==> src/rtl/rx_chan_scheduler.sv <==
// Round-robin scheduler choosing which RX channel FIFO the packet builder drains next,
// with per-channel flush ageing, sticky overrun flags and a valid/ack/done grant handshake.
module rx_chan_scheduler #(
    parameter int unsigned NUM_CHAN     = 2,
    parameter int unsigned PKT_WORDS    = 504,
    parameter int unsigned FULL_WORDS   = 1016,
    parameter int unsigned FLUSH_CYCLES = 4096
) (
    input  logic                        rxclk,
    input  logic                        reset,
    input  logic [3:0]                  channels,
    input  logic [10*(NUM_CHAN+1)-1:0]  chan_usedw,
    input  logic                        have_space,
    output logic                        grant_valid,
    output logic [3:0]                  grant_chan,
    output logic [8:0]                  grant_len,
    output logic                        grant_partial,
    output logic                        grant_overrun,
    input  logic                        grant_ack,
    input  logic                        pkt_done,
    output logic [NUM_CHAN:0]           overrun
);

    localparam int unsigned NCH     = NUM_CHAN + 1;
    localparam logic [9:0]  PktW    = 10'(PKT_WORDS);
    localparam logic [9:0]  FullW   = 10'(FULL_WORDS);
    localparam logic [12:0] FlushA  = 13'(FLUSH_CYCLES);
    localparam logic [3:0]  LastIdx = 4'(NUM_CHAN);

    typedef enum logic [1:0] {StScan, StGrant, StBusy} state_e;

    state_e            state_q, state_d;
    logic [3:0]        ptr_q, ptr_d;
    logic [12:0]       age_q [NCH];
    logic [12:0]       age_d [NCH];
    logic [9:0]        usedw [NCH];
    logic [9:0]        usedw_q [NCH];
    logic [NUM_CHAN:0] elig_q, elig_d;
    logic [NUM_CHAN:0] overrun_q, overrun_d;
    logic [NUM_CHAN:0] ack_hit, active;
    logic              have_space_q;

    logic [3:0]        start, sel, sel_hi, sel_lo;
    logic              hit_hi, hit_lo, found, load;
    logic [9:0]        sel_used;
    logic              sel_ovr;

    always_comb begin
        for (int i = 0; i < int'(NCH); i++) begin
            usedw[i]   = chan_usedw[10*i +: 10];
            ack_hit[i] = (state_q == StGrant) && grant_ack && (grant_chan == 4'(i));
            active[i]  = (state_q != StScan) && (grant_chan == 4'(i));
        end
    end

    // Eligibility and usedw are registered so selection sees a one-cycle-old snapshot.
    always_comb begin
        for (int i = 0; i < int'(NCH); i++) begin
            elig_d[i] = (usedw[i] >= PktW) || ((usedw[i] != 10'd0) && (age_q[i] >= FlushA));
            if (usedw[i] == 10'd0 || ack_hit[i]) begin
                age_d[i] = 13'd0;
            end else if (age_q[i] < FlushA) begin
                age_d[i] = age_q[i] + 13'd1;
            end else begin
                age_d[i] = age_q[i];
            end
            overrun_d[i] = ack_hit[i] ? 1'b0
                         : (overrun_q[i] | ((usedw[i] >= FullW) && !active[i]));
        end
    end

    // Rotating priority: lowest eligible index at/above start, else lowest below it.
    always_comb begin
        start  = (ptr_q > channels) ? 4'd0 : ptr_q;
        hit_hi = 1'b0;
        hit_lo = 1'b0;
        sel_hi = 4'd0;
        sel_lo = 4'd0;
        for (int i = int'(NUM_CHAN); i >= 0; i--) begin
            if (elig_q[i] && (4'(i) <= channels)) begin
                if (4'(i) >= start) begin
                    hit_hi = 1'b1;
                    sel_hi = 4'(i);
                end else begin
                    hit_lo = 1'b1;
                    sel_lo = 4'(i);
                end
            end
        end
        found    = hit_hi | hit_lo;
        sel      = hit_hi ? sel_hi : sel_lo;
        sel_used = 10'd0;
        sel_ovr  = 1'b0;
        for (int i = 0; i < int'(NCH); i++) begin
            if (sel == 4'(i)) begin
                sel_used = usedw_q[i];
                sel_ovr  = overrun_q[i];
            end
        end
    end

    always_comb begin
        state_d = state_q;
        ptr_d   = ptr_q;
        load    = 1'b0;
        unique case (state_q)
            StScan: begin
                if (found && have_space_q) begin
                    load    = 1'b1;
                    state_d = StGrant;
                end
            end
            StGrant: begin
                if (grant_ack) state_d = StGrant == state_q ? StBusy : state_q;
            end
            StBusy: begin
                if (pkt_done) begin
                    state_d = StScan;
                    ptr_d   = (grant_chan == channels || grant_chan == LastIdx) ? 4'd0
                                                                             : grant_chan + 4'd1;
                end
            end
            default: state_d = StScan;
        endcase
    end

    always_ff @(posedge rxclk) begin
        if (!reset) begin
            state_q       <= StScan;
            ptr_q         <= 4'd0;
            elig_q        <= '0;
            overrun_q     <= '0;
            have_space_q  <= 1'b0;
            grant_chan    <= 4'd0;
            grant_len     <= 9'd0;
            grant_partial <= 1'b0;
            grant_overrun <= 1'b0;
            for (int i = 0; i < int'(NCH); i++) begin
                age_q[i]   <= 13'd0;
                usedw_q[i] <= 10'd0;
            end
        end else begin
            state_q      <= state_d;
            ptr_q        <= ptr_d;
            elig_q       <= elig_d;
            overrun_q    <= overrun_d;
            have_space_q <= have_space;
            for (int i = 0; i < int'(NCH); i++) begin
                age_q[i]   <= age_d[i];
                usedw_q[i] <= usedw[i];
            end
            if (load) begin
                grant_chan    <= sel;
                grant_len     <= (sel_used >= PktW) ? 9'(PktW) : 9'(sel_used);
                grant_partial <= (sel_used < PktW);
                grant_overrun <= sel_ovr;
            end
        end
    end

    assign grant_valid = (state_q == StGrant);
    assign overrun     = overrun_q;

endmodule

==> config.mk <==
export PLATFORM = sky130hd
export DESIGN_NAME = rx_chan_scheduler
export DESIGN_NICKNAME = d
export VERILOG_FILES = /design/src/rtl/rx_chan_scheduler.sv
export SDC_FILE = /design/constraint.sdc
export NUM_CORES = 1
export LEC_CHECK = 0
export CORE_UTILIZATION = 49
export DETAILED_ROUTE_END_ITERATION = 12
export PLACE_DENSITY_LB_ADDON = 0.25
export SYNTH_ARGS = -nofsm -noshare
export SYNTH_HDL_FRONTEND = slang
export SYNTH_SLANG_ARGS = --single-unit
export TNS_END_PERCENT = 5
==> constraint.sdc <==
create_clock -name rxclk -period 3.2 [get_ports rxclk]
set_input_delay 0.8 -clock rxclk [delete_from_list [all_inputs] [get_ports rxclk]]
set_output_delay 0.8 -clock rxclk [all_outputs]
set_load 0.01 [all_outputs]
# --- Yosys cells after proc, flatten, opt, wreduce, memory -nomap -nowiden ---
# Memory sizes are Yosys's and may differ from the RTL's.
# Cells that the tools add are included.
classes:
  addsub: 4
  n_mul: 0
  div_mod_pow: 0
  magnitude_cmp: 21
  eq_ne: 12
  shifts: 0
  mux: 55
  bitwise: 11
  n_reduce_logical: 42
ops:
  columns: ["cell", "count"]
  rows:
  - ["$mux 13", 9]
  - ["$mux 10", 6]
  - ["$mux 4", 11]
  - ["$ge 10x9->1 const B", 4]
  - ["$add 13x1->13 const B", 3]
  - ["$ge 13x13->1 const B", 3]
  - ["$lt 13x13->1 const B", 3]
  - ["$ge 10x10->1 const B", 3]
  - ["$logic_not 10->1", 3]
  - ["$reduce_bool 10->1", 3]
  - ["$mux 1", 19]
  - ["$logic_and 1x1->1", 17]
  - ["$mux 2", 8]
  - ["$lt 10x9->1 const B", 1]
  - ["$or 1x1->1", 10]
  - ["$mux 9", 1]
  - ["$eq 4x1->1 const B", 2]
  - ["$eq 4x2->1 const B", 2]
  - ["$ge 1x4->1 const A", 2]
  - ["$le 1x4->1 const A", 2]
  - ["$logic_not 4->1", 2]
  - ["$logic_or 1x1->1", 7]
  - ["$pmux 2 s3", 1]
  - ["$reduce_or 2->1", 3]
  - ["other kinds (16)", 20]
totals:
  register_bits: 28
  latch_bits: 0
  ram_bits: 69
  mem_bits_ro: 0
  inputBits: 39
  output_inout_bits: 19
  elab_cells: 158
  mem_count: 2
memory_table:
  columns: ["memory", "depth", "word_bits", "rd", "rd_ports_with_merged_regs", "wr", "line", "source"]
  rows:
  - ["age_q", 3, 13, 3, 0, 3, "34", "logic [12:0] age_q [NCH];"]
  - ["usedw_q", 3, 10, 3, 0, 3, "37", "logic [9:0] usedw_q [NCH];"]

# --- Logic depth before layout (Yosys ltp) ---
# Gate-level depths: netlist of the first run.
depth:
  depth_word: 16
  depth_mapped: 11
  ltp_nobuf: 10

# --- Worst setup path before layout of the first run ---
# No wires, ideal clock.
synth_path:
  path_type: "input to register"
  startpoint: "input channels[2]"
  endpoint: "register grant_len[2]"
  setup_time_ns: 0.087
  t_arrival_ns: 2.725
  t_required_ns: 3.113
  path_slack_ns: 0.388
  path_stages: 10
  n_path_buf: 0
  path_cell_list: "inv_1 ha_1 nor2_1 nor2_1 a2111o_2 o31ai_2 mux2_2 o221ai_2 nor4_4 o31ai_1"
synth_between:
  elab_chain_cells: 16
  word_cells_on_any_way: 48
  classes_between: "8 x order compare; 2 x eq/ne; 32 x mux; 1 x bitwise; 5 x reduce/logical"
synth_rtl:
  columns: ["element", "line", "source"]
  rows:
  - ["from (decl)", "11", "input logic [3:0] channels,"]
  - ["$gt 4x4->1", "74", "start = (ptr_q > channels) ? 4'd0 : ptr_q;"]
  - ["$mux 4", "74", null]
  - ["$ge 2x4->1", "81", "if (4'(i) >= start) begin"]
  - ["$mux 1 or $mux 2 (tied branches)", "81", null]
  - ["$mux 1 or $mux 2 (tied branches)", "80", "if (elig_q[i] && (4'(i) <= channels)) begin"]
  - ["$mux 1 or $mux 4 (tied branches)", "81", null]
  - ["$mux 1 or $mux 4 (tied branches)", "80", null]
  - ["$mux 1 or $mux 4 (tied branches)", "81", null]
  - ["$mux 1 or $mux 4 (tied branches)", "80", null]
  - ["$mux 4", "91", "sel = hit_hi ? sel_hi : sel_lo;"]
  - ["$logic_not 4->1", "95", "if (sel == 4'(i)) begin"]
  - ["$mux 10 (3 in a row)", "95", null]
  - ["$ge 10x9->1", "154", "grant_len <= (sel_used >= PktW) ? 9'(PktW) : 9'(sel_used);"]
  - ["$mux 9", "154", null]
  - ["to (signal assigned)", "154", null]
  - ["to (decl)", "16", "output logic [8:0] grant_len,"]
# Parallel ways exist; a longest one is shown, timed or not.
# A chain may end at the register's enable or synchronous reset.

# --- Worst setup path after layout of the first run ---
layout_path:
  startpoint: "input channels[2]"
  endpoint: "register grant_len[1]"
# The elaborated chain is that of the path after synthesis.

==> results of run 1 <==
-- path summary, 6_finish.rpt --
| check | slack [ps] | cells past startpoint | to | from |
|---|---|---|---|---|
| max | 70 | 12 | grant_len[1]$_SDFFE_PN0P_ | channels[2] |
| min | 490 | 2 | grant_len[7]$_SDFFE_PN0P_ | usedw_q[0][27]$_SDFF_PN0_ |
| max reg2reg | 530 | 10 | grant_len[1]$_SDFFE_PN0P_ | ptr_q[2]$_SDFFE_PN0P_ |
| min reg2reg | 490 | 2 | grant_len[7]$_SDFFE_PN0P_ | usedw_q[0][27]$_SDFF_PN0_ |
-- cell families (layout without fill, tap and decap cells) --
kind of cell	Yosys count	in the layout	synth area share (%)
AO/OA/AOI/OAI	72	72	13.4
XOR/XNOR	33	33	7.04
adder cells (fa/ha/maj)	10	10	3.05
buffers and inverters	22	101	2.74
flip-flops	94	94	45.9
multiplexers	6	6	1.92
other	1	2	0.0914
AND/OR/NAND/NOR	194	194	25.9
-- power groups by stage --
stage	combinational, W	clock [W]	sequential [W]
after floorplan	0.000134	0	0.00127
after global placement	0.000253	0	0.00127
after detailed placement	0.000257	0	0.00127
after CTS	0.000258	0.000819	0.00124
after global routing	0.000295	0.000884	0.00125
final	0.000269	0.000807	0.00124
-- cell usage in the layout, fill, tap and decap left out, types with 6 or more instances in the layout --
cell | synthesis | routed
buf_4 | 2 | 24
ha_1 | 10 | 8
o21ai_0 | 15 | 15
xnor2_1 | 9 | 9
nor2_1 | 56 | 54
nand2_1 | 22 | 22
and2_1 | 33 | 33
clkbuf_8 | 0 | 9
and3_1 | 12 | 12
nand3_1 | 18 | 18
nor2b_1 | 10 | 10
xor2_1 | 24 | 24
or4_1 | 6 | 6
clkdlybuf4s50_1 | 0 | 54
dfxtp_1 | 94 | 94
a31oi_1 | 6 | 6
a21oi_1 | 12 | 12
-- critical path, cell delays in order --
cell             delay [ps]
clkdlybuf4s50_1         480
inv_1                    70
ha_4                    160
nor2_2                  150
a32oi_4                  90
a2111o_2                530
o31ai_4                  90
buf_6                   160
a22o_1                  170
o2111ai_2               170
nor4_4                  400
o31ai_1                 120
-- metal layers --
| metal | wire length (um) | vias to the layer above | global-route usage (%) |
|---|---|---|---|
| li1 | - | 1662 | - |
| met1 | 4230 | 1525 | 28.2 |
| met2 | 4250 | 68 | 34.9 |
| met3 | 322 | 7 | 4.88 |
| met4 | 83 | 0 | 6.15 |
| met5 | 0 | - | 0 |
-- repair_timing --
action                                  in CTS  in global routing
endpoints found under the setup margin       0                  4
buffers inserted                             0                  3
resized for setup                            0                 11
-- registers in the layout, indices dropped and copies added, names as in the netlist --
| name | flops |
|---|---|
| have_space_q | 1 |
| grant_len | 9 |
| age_q | 39 |
| grant_overrun | 1 |
| state_q | 2 |
| ptr_q | 3 |
| usedw_q | 30 |
| grant_partial | 1 |
| grant_chan | 2 |
| elig_q | 3 |
| overrun | 3 |
-- per-stage QoR --
stage / power [W] / hold WS [ps] / setup TNS, ps
finish: 0.00232 / 485 / 0
global route: 0.00243 / 499 / -93.4
CTS: 0.00232 / 485 / 0
detailed placement: 0.00153 / 472 / -2010
global placement: 0.00152 / 453 / -1570
floorplan: 0.00140 / 445 / 0
-- cell type report --
| type | count | share of cell area, % |
|---|---|---|
| multi-input combinational | 317 | 42.3 |
| sequential | 94 | 36.4 |
| timing repair buffer | 80 | 14.4 |
| tap | 105 | 2.54 |
| clock buffer | 9 | 2.40 |
| clock inverter | 7 | 1.57 |
| inverter | 5 | 0.363 |
==> impl_metrics.csv, run 1 <==
group,metric,value,unit
power_and_ir_drop,p_comb_share,11.6,%
timing,fin_crit,3130,ps
clock_tree,cts_buffers,9,
grt,antenna_found_initial,0,
power_and_ir_drop,p_switching,0.000588,W
place,routabilityCongestion,0.876,
drt,ant_nets,0,
timing,worst_pin_slew,571,ps
power_and_ir_drop,powerDensity,449,nW/um^2
place,dp_cells,598,
synthesis,synth-seq-cells,94,
clock_tree,root_buffer,"clkbuf_8",
finish,diodes,0,
synthesis,syn_inst,432,
flow_run,maxCapViolCount,0,
worst_setup_path,start_kind,"primary input",
place,io_buffers,55,
grt,gr-total-overflow,0,
synthesis,ys_top_cells_by_area,"dfxtp_1 (46%), nor2_1 (5.1%), xor2_1 (5.1%), and2_1 (5.0%), ha_1 (3.0%)",
finish,drive_above_1_share,13.5,%
clock_tree,cts_tree,"built",
die,die_area,8740,um^2
drt,dr.pass1.iters,5,
drt,route.detailed.drc,0,
grt,grt_pass1_wl,14.3,mm
finish,post-route-cell-area,5160,um^2
die,ios,58,
drt,vias,3262,
timing,setup_viol,0,
worst_setup_path,crit_fanout,7,
status,outcome,"finished clean",
timing,slew_headroom,61.8,%
timing,hold_violations,0,
grt,grt_max_degree,20,
clock_tree,clk_latency,360,ps
drt,routedWlPerCell,14.4,um
synthesis,synth_area_leader_cell,"dfxtp_1",
worst_setup_path,path_class,"in2reg",
synthesis,yosys.area.top_type_share,45.9,%
worst_setup_path,cp.required,3450,ps
finish,area_delta_synth_final,25.9,%
finish,nNetsFinal,556,
synthesis,synthFlopType,"dfxtp_1",
die,coreArea,8180,um^2
power_and_ir_drop,p_clk_share,34.8,%
die,start_util,50.2,%
synthesis,ys_seq_area_share,45.9,%
die,die_w,93.5,um
finish,multi_input_area,2180,um^2
place,dp_hpwl,6.76,mm
place,dpl_cell_area,4860,um^2
clock_tree,hold_buffers,0,
power_and_ir_drop,leakagePower,1.99,nW
synthesis,async_flop_share,0,%
drt,drt_wl_total,8.89,mm
timing,clock_skew,11.2,ps
power_and_ir_drop,intPower,0.00173,W
timing,slew_viol_final,0,
grt,grt_pass1_vias,2974,
drt,viasPerCell,5.29,
finish,fin_cells,617,
timing,fin_crit_sh,97.8,%
timing,fmax,319,MHz
power_and_ir_drop,switching_share,25.3,%
grt,grtUsageTotal,21.4,%
clock_tree,htree_levels,3,
drt,drt_iter0_markers,148,
clock_tree,clock_path_buffers,2,
finish,fillCellCount,713,
clock_tree,clkTransAtPathRegs,100,ps
place,place_ws,-282,ps
clock_tree,cts.sinks,94,
synthesis,ys_warn_count,0,
synthesis,synth.distinct_cells,66,
worst_setup_path,cp-end-kind,"flop",
synthesis,synthesis.area,4100,um^2
synthesis,synth.most_common_cell,"dfxtp_1",
synthesis,synth_edf_count,0,
synthesis,syn_area_per_cell,9.50,um^2
worst_hold_path,hold_class,"reg2reg",
worst_setup_path,crit_arrival,3380,ps
die,row_count,33,
timing,timing.final.ws_setup,69.8,ps
power_and_ir_drop,pwr-share-seq,53.6,%
finish,seqCellArea,1880,um^2
power_and_ir_drop,ir_drop,294,uV
finish,post-route-util,63.2,%
synthesis,yosys-top-cells-count,"dfxtp_1 (94), nor2_1 (56), and2_1 (33)",
die,fp.dieH,93.5,um
(Power assumes the default switching activity.)
==> inputs of run 2 (changes only) <==
--- a/config.mk
+++ b/config.mk
@@ -6,6 +6,7 @@
 export NUM_CORES = 1
 export LEC_CHECK = 0
 export CORE_UTILIZATION = 49
+export CTS_CLUSTER_SIZE = 10
 export DETAILED_ROUTE_END_ITERATION = 12
 export PLACE_DENSITY_LB_ADDON = 0.25
 export SYNTH_ARGS = -nofsm -noshare
==> results of run 2 <==
No change in the layout: final DEF, timing and power equal those of run 1.
==> inputs of run 3 (changes only) <==
--- a/config.mk
+++ b/config.mk
@@ -5,6 +5,8 @@
 export SDC_FILE = /design/constraint.sdc
 export NUM_CORES = 1
 export LEC_CHECK = 0
+export ABC_AREA = 1
+export CORE_MARGIN = 1.5
 export CORE_UTILIZATION = 49
 export CTS_CLUSTER_SIZE = 10
 export DETAILED_ROUTE_END_ITERATION = 12
==> run 3 against run 2 <==
Against the previous run: worst hold slack got worse by 18 ps; critical path depth grew 10; total power grew 1.3%; cell area is 1.5% higher; critical path type unchanged.
==> impl_metrics.csv, run 3 <==
group,metric,value,unit
die,ios,58,
die,coreArea,8300,um^2
synthesis,ys_warn_count,0,
timing,setup_viol,0,
timing,hold_violations,0,
grt,grt_pass1_vias,3525,
timing,slew_viol_final,0,
synthesis,synth.distinct_cells,43,
clock_tree,root_buffer,"clkbuf_8",
worst_setup_path,r2r_start,"ptr_q[1]$_SDFFE_PN0P_",
timing,fin_crit_sh,94.4,%
grt,gr-total-overflow,0,
synthesis,yosys-top-cells-count,"nand2_1 (118), dfxtp_1 (94), inv_1 (91)",
grt,grt_pass1_wl,15.5,mm
drt,ant_nets,0,
drt,viasPerCell,5.03,
synthesis,syn_inst,563,
power_and_ir_drop,powerDensity,449,nW/um^2
worst_setup_path,worst-path-buf-inv,5,
synthesis,synthFlopType,"dfxtp_1",
timing,whs,467,ps
drt,drt_iter0_markers,169,
finish,largest_registers,"age_q (39), usedw_q (30), grant_len (9)",
worst_setup_path,cp-startpoint,"channels[1]",
finish,final_cell_mix,"nand2_1 (118), dfxtp_1 (94), inv_1 (91)",
finish,largest_register_ffs,39,
synthesis,yosys.area.top_type_share,44.6,%
synthesis,synth.most_common_cell,"nand2_1",
clock_tree,hold_buffers,0,
clock_tree,clkTransAtPathRegs,90,ps
worst_hold_path,hold_class,"reg2reg",
worst_setup_path,cp.required,3440,ps
worst_setup_path,cpMaxStageDelayCell,"clkdlybuf4s50_1",
finish,fillCellCount,767,
finish,final_common_cell,"nand2_1",
die,die_w,95.8,um
worst_setup_path,crit_arrival,3260,ps
drt,routedWlPerCell,12.5,um
worst_setup_path,cp-end-kind,"flop",
place,routabilityCongestion,0.881,
synthesis,syn_area_per_cell,7.50,um^2
worst_setup_path,crit_family,"simple AND/OR/NAND/NOR gates",
timing,fin_crit,3020,ps
finish,drive_above_1_share,10.5,%
die,start_util,50.9,%
finish,diodes,0,
worst_setup_path,path_class,"in2reg",
grt,antenna_found_initial,0,
timing,fmax,331,MHz
finish,largest_register,"age_q",
worst_hold_path,min_from,"age_q[0][11]$_SDFFE_PP0N_",
timing,clock_skew,9.09,ps
drt,drt_wl_total,9.45,mm
worst_setup_path,cpMostUsedCell,"nand2_1",
synthesis,ys_seq_area_share,44.6,%
clock_tree,htree_levels,3,
clock_tree,cts.sinks,94,
clock_tree,clock_path_buffers,2,
worst_setup_path,crit_fanout,8,
worst_setup_path,cp_slowest_stage_delay,490,ps
status,outcome,"finished clean",
synthesis,synth-seq-cells,94,
synthesis,synth_area_leader_cell,"dfxtp_1",
clock_tree,cts_buffers,9,
grt,grtUsageTotal,21.8,%
power_and_ir_drop,ir_drop,284,uV
timing,rsz0062_at_grt,"true",
worst_setup_path,start_kind,"primary input",
clock_tree,clk_latency,350,ps
synthesis,synth_edf_count,0,
clock_tree,cts_tree,"built",
worst_setup_path,cp_cell_sequence,"clkdlybuf4s50_1 > inv_1 > ha_1 > nand2_1 > nand2_1 > nand2_1 > nand2_2 > nand2_4 > o21ai_2 > inv_1 > nand2_1 > nand2_1 > nand2_2 > buf_4 > nand3_1 > nand2_1 > inv_1 > nand2_1 > nor2_1 > nand3_2 > nand3_1 > a21oi_1",
die,fp.dieH,95.8,um
place,dp_hpwl,7.24,mm
finish,area_delta_synth_final,24.2,%
timing,fin_tns_setup,0,ps
synthesis,ys_top_cells_by_area,"dfxtp_1 (45%), nand2_1 (10%), inv_1 (8.1%), nand3_1 (4.4%), a21oi_1 (4.3%)",
grt,grt_max_degree,24,
drt,vias,3792,
drt,dr.pass1.iters,5,
finish,nNetsFinal,693,
drt,route.detailed.drc,0,
die,row_count,33,
place,io_buffers,55,
synthesis,synthesis.area,4220,um^2
power_and_ir_drop,leakagePower,2.40,nW
flow_run,maxCapViolCount,0,
synthesis,async_flop_share,0,%
die,die_area,9180,um^2
run 3: cells by family after synthesis:
kind of cell	synth area share, %
DFF	44.6
xor gates and xnor gates	2.91
AOI/OAI and AO/OA	10.9
other	0.0889
and+or+nand+nor	28.5
buffers and inverters	10.1
adders and majority gates	2.96
run 3: power breakdown:
group          switching [W]  leakage, nW  internal, W
combinational       0.000170         1.53     0.000156
clock               0.000416       0.0973     0.000367
sequential         0.0000260        0.770      0.00121
run 3: worst paths after layout:
kind | end | slack (ps) | cells past startpoint
worst max-delay path | grant_len[2]$_SDFFE_PN0P_ | 180 | 22
worst min-delay path | age_q[0][11]$_SDFFE_PP0N_ | 470 | 2
worst max register to register | grant_len[2]$_SDFFE_PN0P_ | 730 | 20
worst min register to register | age_q[0][11]$_SDFFE_PP0N_ | 470 | 2
run 3: area by class of cell:
cell class | instances | area [um^2] | area share, %
clock inverter | 6 | 68.8 | 1.31
inverter | 100 | 378 | 7.21
tap | 105 | 131 | 2.51
timing repair buffer | 77 | 716 | 13.7
multi-input combinational | 362 | 1940 | 37.0
clock buffer | 10 | 128 | 2.44
sequential | 94 | 1880 | 35.9
run 3: what timing repair did:
item | 4_1_cts | 5_1_grt
gates resized for setup | 0 | 3
endpoints found under the setup margin | 0 | 10
setup buffers | 0 | 0
run 3: stage by stage:
step	setup slack [ps]	std cells	cell area [um^2]	util [%]	total power, W
4_1_cts	169	753	5220	62.9	0.00236
3_3_place_gp	-64.1	737	5020	60.5	0.00158
3_5_place_dp	-169	737	5020	60.5	0.00159
6_report	180	754	5240	63.1	0.00235
5_1_grt	-16.7	754	5240	63.1	0.00245
2_1_floorplan	476	564	4220	-	0.00143
run 3: tightest hold or removal path, delay by kind of cell, from the launching register on:
family                 cells  cell delay (ps)
DFF                        1              320
AOI/OAI and AO/OA          1               50
buffers and inverters      1               60
run 3: layer usage:
layer  vias up  GRT usage, %  wire length, um
met2       100          36.0             4290
met1      1722          28.2             4500
met4         0          8.09              123
li1       1959             -                -
met5         -             0                0
met3        11          4.27              535
